### src/rtl/ground_scroller_if.sv
// ground_scroller_if: pixel-position/game-state bundle and ground outputs.
// master drives h_cnt, v_cnt, state, new_frame; slave returns black_ground, scroll_pos, speed.
interface ground_scroller_if #(
   parameter int SPD_W = 4
);
   logic [9:0]       h_cnt;
   logic [9:0]       v_cnt;
   logic [1:0]       state;
   logic             new_frame;
   logic             black_ground;
   logic [9:0]       scroll_pos;
   logic [SPD_W-1:0] speed;

   modport master (
      output h_cnt, v_cnt, state, new_frame,
      input  black_ground, scroll_pos, speed
   );

   modport slave (
      input  h_cnt, v_cnt, state, new_frame,
      output black_ground, scroll_pos, speed
   );
endinterface

### src/rtl/ground_scroller.sv
// ground_scroller: scrolling ground band renderer with per-frame speed ramp.
// Ports: clk, rst (sync, active-high), gs (slave: counters/state in, pixel/pos/speed out).
// Optional ramp enabled by defining GROUND_SPEED_RAMP_EN; otherwise speed is fixed.
module ground_scroller #(
   parameter int PAT_W       = 160,
   parameter int PAT_H       = 8,
   parameter int GROUND_Y    = 400,
   parameter int H_ACTIVE    = 640,
   parameter int SPEED_INIT  = 6,
   parameter int SPEED_MAX   = 12,
   parameter int RAMP_FRAMES = 600,
   parameter int SPD_W       = 4
) (
   input logic         clk,
   input logic         rst,
   ground_scroller_if.slave gs
);

   logic             adv;
   logic [SPD_W-1:0] spd_cur;
   logic [10:0]      t;
   logic [9:0]       pos_q, pos_d;

   assign adv = gs.new_frame &
                ((gs.state == 2'b01) | (gs.state == 2'b10));

`ifdef GROUND_SPEED_RAMP_EN
   localparam int RW = (RAMP_FRAMES > 1) ?
                       $clog2(RAMP_FRAMES) : 1;

   typedef enum logic [1:0] {
      STOP,
      PLAY,
      HALT
   } mode_e;

   mode_e            mode;
   logic [SPD_W-1:0] spd_q, spd_d;
   logic [RW-1:0]    ramp_q, ramp_d;

   always_comb begin
      mode = HALT;
      unique case (gs.state)
         2'b00:        mode = STOP;
         2'b01, 2'b10: mode = PLAY;
         default:      mode = HALT;
      endcase
   end

   always_comb begin
      spd_d  = spd_q;
      ramp_d = ramp_q;
      unique case (mode)
         STOP: begin
            spd_d  = SPD_W'(SPEED_INIT);
            ramp_d = '0;
         end
         PLAY: begin
            if (gs.new_frame) begin
               if (ramp_q == RW'(RAMP_FRAMES - 1)) begin
                  ramp_d = '0;
                  if (spd_q < SPD_W'(SPEED_MAX))
                     spd_d = spd_q + SPD_W'(1);
               end else begin
                  ramp_d = ramp_q + RW'(1);
               end
            end
         end
         default: ;
      endcase
   end

   always_ff @(posedge clk) begin
      if (rst) begin
         spd_q  <= SPD_W'(SPEED_INIT);
         ramp_q <= '0;
      end else begin
         spd_q  <= spd_d;
         ramp_q <= ramp_d;
      end
   end

   // position step uses the pre-increment speed
   assign spd_cur = spd_q;
`else
   assign spd_cur = SPD_W'(SPEED_INIT);
`endif

   always_comb begin
      t     = {1'b0, pos_q} + 11'(spd_cur);
      pos_d = pos_q;
      if (adv) begin
         if (t >= 11'(PAT_W))
            pos_d = 10'(t - 11'(PAT_W));
         else
            pos_d = t[9:0];
      end
   end

   logic [9:0]  r;
   logic [10:0] hsum;
   logic [10:0] c;
   logic [15:0] psum;
   logic        in_band;
   logic        pix_d;
   logic        bg_q;

   always_comb begin
      r       = gs.v_cnt - 10'(GROUND_Y);
      hsum    = 11'(gs.h_cnt) + 11'(pos_q);
      c       = hsum % 11'(PAT_W);
      psum    = 16'(c) + 16'(r) * 16'd23;
      in_band = ({1'b0, gs.v_cnt} >= 11'(GROUND_Y)) &&
                ({1'b0, gs.v_cnt} < 11'(GROUND_Y + PAT_H)) &&
                ({1'b0, gs.h_cnt} < 11'(H_ACTIVE));
      pix_d   = 1'b0;
      if (in_band) begin
         if (r == 10'd0)
            pix_d = 1'b1;
         else if (r == 10'd1)
            pix_d = 1'b0;
         else
            pix_d = (psum % 16'd53) < 16'd3;
      end
   end

   always_ff @(posedge clk) begin
      if (rst) begin
         pos_q <= '0;
         bg_q  <= 1'b0;
      end else begin
         pos_q <= pos_d;
         bg_q  <= pix_d;
      end
   end

   assign gs.black_ground = bg_q;
   assign gs.scroll_pos   = pos_q;
   assign gs.speed        = spd_cur;

endmodule

### src/flat_wrapper.sv
// flat-port wrapper written by rule: the top's interface ports become plain ports
module ground_scroller_flat 
#(
   parameter int PAT_W       = 160,
   parameter int PAT_H       = 8,
   parameter int GROUND_Y    = 400,
   parameter int H_ACTIVE    = 640,
   parameter int SPEED_INIT  = 6,
   parameter int SPEED_MAX   = 12,
   parameter int RAMP_FRAMES = 600,
   parameter int SPD_W       = 4
)
  (clk, rst, gs_h_cnt, gs_v_cnt, gs_state, gs_new_frame, gs_black_ground, gs_scroll_pos, gs_speed);
  ground_scroller_if #(.SPD_W(SPD_W)) gs_i ();
  input logic clk;
  input logic rst;
  input wire logic [$bits(gs_i.h_cnt)-1:0] gs_h_cnt;
  input wire logic [$bits(gs_i.v_cnt)-1:0] gs_v_cnt;
  input wire logic [$bits(gs_i.state)-1:0] gs_state;
  input wire logic [$bits(gs_i.new_frame)-1:0] gs_new_frame;
  output wire logic [$bits(gs_i.black_ground)-1:0] gs_black_ground;
  output wire logic [$bits(gs_i.scroll_pos)-1:0] gs_scroll_pos;
  output wire logic [$bits(gs_i.speed)-1:0] gs_speed;
  assign gs_i.h_cnt = gs_h_cnt;
  assign gs_i.v_cnt = gs_v_cnt;
  assign gs_i.state = gs_state;
  assign gs_i.new_frame = gs_new_frame;
  assign gs_black_ground = gs_i.black_ground;
  assign gs_scroll_pos = gs_i.scroll_pos;
  assign gs_speed = gs_i.speed;
  ground_scroller #(.PAT_W(PAT_W), .PAT_H(PAT_H), .GROUND_Y(GROUND_Y), .H_ACTIVE(H_ACTIVE), .SPEED_INIT(SPEED_INIT), .SPEED_MAX(SPEED_MAX), .RAMP_FRAMES(RAMP_FRAMES), .SPD_W(SPD_W)) u_core (.clk(clk), .rst(rst), .gs(gs_i));
endmodule
### config.mk
export PLATFORM = sky130hd
export DESIGN_NAME = ground_scroller_flat
export DESIGN_NICKNAME = d
export VERILOG_FILES = /design/src/rtl/ground_scroller_if.sv /design/src/rtl/ground_scroller.sv /design/src/flat_wrapper.sv
export SDC_FILE = /design/constraint.sdc
export NUM_CORES = 1
export LEC_CHECK = 0
export CAP_MARGIN = 25
export CORE_MARGIN = 2
export CORE_UTILIZATION = 68
export CTS_CLUSTER_DIAMETER = 80
export DETAILED_ROUTE_END_ITERATION = 8
export GPL_TIMING_DRIVEN = 0
export MAX_ROUTING_LAYER = met4
export PLACE_DENSITY = 0.91
export SLEW_MARGIN = 40
export SYNTH_ARGS = -nofsm -noshare
export SYNTH_HDL_FRONTEND = slang
export SYNTH_SLANG_ARGS = --single-unit
### constraint.sdc
create_clock -name clk -period 28.7 [get_ports clk]
set_input_delay 2.87 -clock clk [delete_from_list [all_inputs] [get_ports clk]]
set_output_delay 2.87 -clock clk [all_outputs]
set_load 0.02 [all_outputs]
==> impl_metrics.json <==
{
  "status": "finished, final reports clean",
  "synth_edf_count": 0,
  "postSynthAreaPerCell_um2": 7.44,
  "arrival_ps": 18110,
  "async_flop_share_pct": 0,
  "cp.depth": 66,
  "area_growth_pct": 8.86,
  "hold_end": "u_core.gs.scroll_pos[2]",
  "clock-sinks": 10,
  "grt_pass1_wl_um": 26400,
  "worst_slew_pin_slew_ps": 776,
  "synth_compound_area_share_pct": 34.3,
  "ys_types": 100,
  "ctsLongestPathBuffers": 2,
  "synthFlopType": "dfxtp_1",
  "htree_num_levels": 1,
  "r2r_start": "u_core.gs.scroll_pos[2]",
  "setup_viol_count_final": 0,
  "setup_tns_ps": 0,
  "hold_path.class": "flip-flop to flip-flop",
  "critPathCaptureType": "flip-flop",
  "finalMaxSlewViolations": 0,
  "nFillCells": 612,
  "firstDrtPassIters": 5,
  "routed_via_density": 6.58,
  "synth.area.mux_share_pct": 4.64,
  "drive_gt1_share_pct": 8.66,
  "drtIter0Drc": 420,
  "antenna_found_initial": 0,
  "ctsResizeCount": 0,
  "crit_slowest_cell": "o41ai_1",
  "core_region_area_mm2": 0.00872,
  "cp-start-kind": "primary input",
  "rsz0062_at_grt": "false",
  "die_y_um": 98.9,
  "finalCritPeriodShare_pct": 62.5,
  "antenna_cells": 0,
  "synth.ff_latch_count": 10,
  "fmax_mhz": 55.8,
  "skew_ps": 2.49,
  "r2r-end": "u_core.gs.black_ground",
  "path_buf_inv": 8,
  "root_buffer": "clkbuf_8",
  "slowest_delay_ps": 690,
  "cap_violations": 0,
  "track_usage_pct": 31.5,
  "rows": 34,
  "clock_latency_ps": 240,
  "period_minus_slack_ps": 17940,
  "vias": 6406,
  "grt_pass1_vias": 6069,
  "die_area_mm2": 0.00979,
  "cts_inserted_buffers": 3,
  "netlist_area_mm2": 0.00613,
  "synth-xor-area-share_pct": 7.98,
  "wirelength_um": 15100,
  "cts_hold_buf": 0,
  "place_hpwl_um": 12400,
  "initial_core_util_pct": 70.3,
  "synth_cells": 823,
  "path_common_cell": "a21oi_1",
  "synth-simple-area-share_pct": 22.5,
  "gp_congestion": 0.923,
  "synth_top_family_by_area": "compound AO/OA/AOI/OAI gates",
  "regArea_um2": 200,
  "clk_pin_slew_worst_paths_ps": 50,
  "drcViolationCount": 0,
  "holdPathStages": 2,
  "required_ps": 28880,
  "ys_warn_count": 0,
  "cts_tree": "done",
  "reg2reg_setup_slack_ps": 13440,
  "hp-start": "u_core.gs.scroll_pos[2]",
  "worstPathMaxFanout": 10,
  "drtAntennaViolNets": 0,
  "gr-total-overflow": 0,
  "hold_viol_final": 0,
  "io_buffer_count": 33,
  "synth_fa_ha_area_share_pct": 20.7,
  "r2r_cells": 65,
  "wl_per_cell_um": 15.5,
  "grt_max_degree": 11,
  "multi_input_area_mm2": 0.00555,
  "critPathTopFamily": "compound AO/OA/AOI/OAI gates",
  "post-cts-setup-buffers": 0,
  "io_pins": 40,
  "relSlewSlack_pct": 48.0,
  "final_nets": 974,
  "die_w_um": 98.9,
  "seq_area_frac_synth_pct": 3.27,
  "timing_worst_setup_path_type": "primary input to flip-flop"
}
worst max-delay path by stage:
| stage | start | endpoint |
|---|---|---|
| after floorplan | gs_h_cnt[2] | u_core.gs.black_ground |
| after global placement | gs_h_cnt[2] | u_core.gs.black_ground |
| after detailed placement | gs_h_cnt[2] | u_core.gs.black_ground |
| after CTS | gs_h_cnt[2] | u_core.gs.black_ground |
| after global routing | gs_h_cnt[2] | u_core.gs.black_ground |
| final | gs_h_cnt[2] | u_core.gs.black_ground |
cells by family after synthesis:
logic type                 Yosys count
AOI/OAI and AO/OA                  282
and+or+nand+nor                    267
buffers and inverters               94
adders and majority gates           87
xor gates and xnor gates            55
muxes                               26
DFF                                 10
other                                2
tightest hold or removal path, stage by stage, from the launching register on:
cell and delay (ps):
dfxtp_1 350, a21oi_1 150, nor2_1 40
registers in the layout (all words and copies together), names as in the netlist:
name	count
u_core.gs.black_ground	1
u_core.gs.scroll_pos	9
cell usage after synthesis (6+ instances only):
cell | count | area [um^2]
xnor2_1 | 36 | 315
o22ai_1 | 10 | 62.6
or2_2 | 13 | 81.3
and2_1 | 13 | 81.3
inv_1 | 69 | 259
ha_1 | 57 | 713
nand4_1 | 6 | 37.5
o211ai_1 | 17 | 128
nor4_1 | 11 | 68.8
or3_1 | 19 | 119
a211oi_1 | 11 | 82.6
o21a_1 | 10 | 75.1
clkbuf_1 | 12 | 45.0
nor2_1 | 55 | 206
mux2i_1 | 17 | 170
a21oi_1 | 59 | 295
xor2_1 | 18 | 158
fa_1 | 25 | 500
o21ai_1 | 6 | 30.0
dfxtp_1 | 10 | 200
o21bai_1 | 10 | 75.1
nor3_1 | 24 | 120
buf_4 | 7 | 52.6
nand3_1 | 16 | 80.1
a211o_1 | 6 | 52.6
o221ai_1 | 6 | 52.6
nor2b_1 | 9 | 56.3
nand2_1 | 63 | 236
o21ai_0 | 41 | 205
a21o_1 | 17 | 128
and3_1 | 10 | 62.6
per-layer routing:
metal | wire (um) | part of all wire (%) | vias to the layer above | GRT usage [%]
met5 | 0 | 0 | - | -
met4 | 343 | 2.3 | 0 | 7.27
met3 | 745 | 4.9 | 41 | 1.56
met2 | 7480 | 49 | 241 | 55.8
met1 | 6570 | 43 | 2981 | 39.5
li1 | - | - | 3143 | -
per-stage QoR:
stage               cell area, um^2  setup WS (ps)  cells  utilization [%]  hold slack [ps]
floorplan                      6150          13020    829                -              616
global placement               6620          11320    970             75.9              576
detailed placement             6620          10820    970             75.9              582
CTS                            6670          11000    974             76.5              596
global route                   6670           9370    974             76.5              654
finish                         6670          10770    974             76.5              593
layout by cell type (no fill, tap or decap), drive strengths merged, types with 15 or more instances in the layout:
cell type / instances
ha: 57
clkbuf: 16
nand2: 64
fa: 25
xor2: 18
mux2i: 19
o211ai: 20
or3: 19
o21ai: 50
nor2: 56
a21oi: 63
nand3: 16
xnor2: 37
a21o: 17
inv: 69
and2: 15
or2: 15
clkdlybuf4s50: 33
nor3: 27
layout make-up:
cell class,instances,share of cell area (%)
inverter,69,3.88
tap,108,2.03
multi-input combinational,725,83.2
timing repair buffer,33,4.95
buffer,25,2.10
clock buffer,4,0.825
sequential,10,3.00
Power is left out: the tool's default activity adds up to more than one toggle a clock period on the data nets, which glitch-free logic cannot reach.
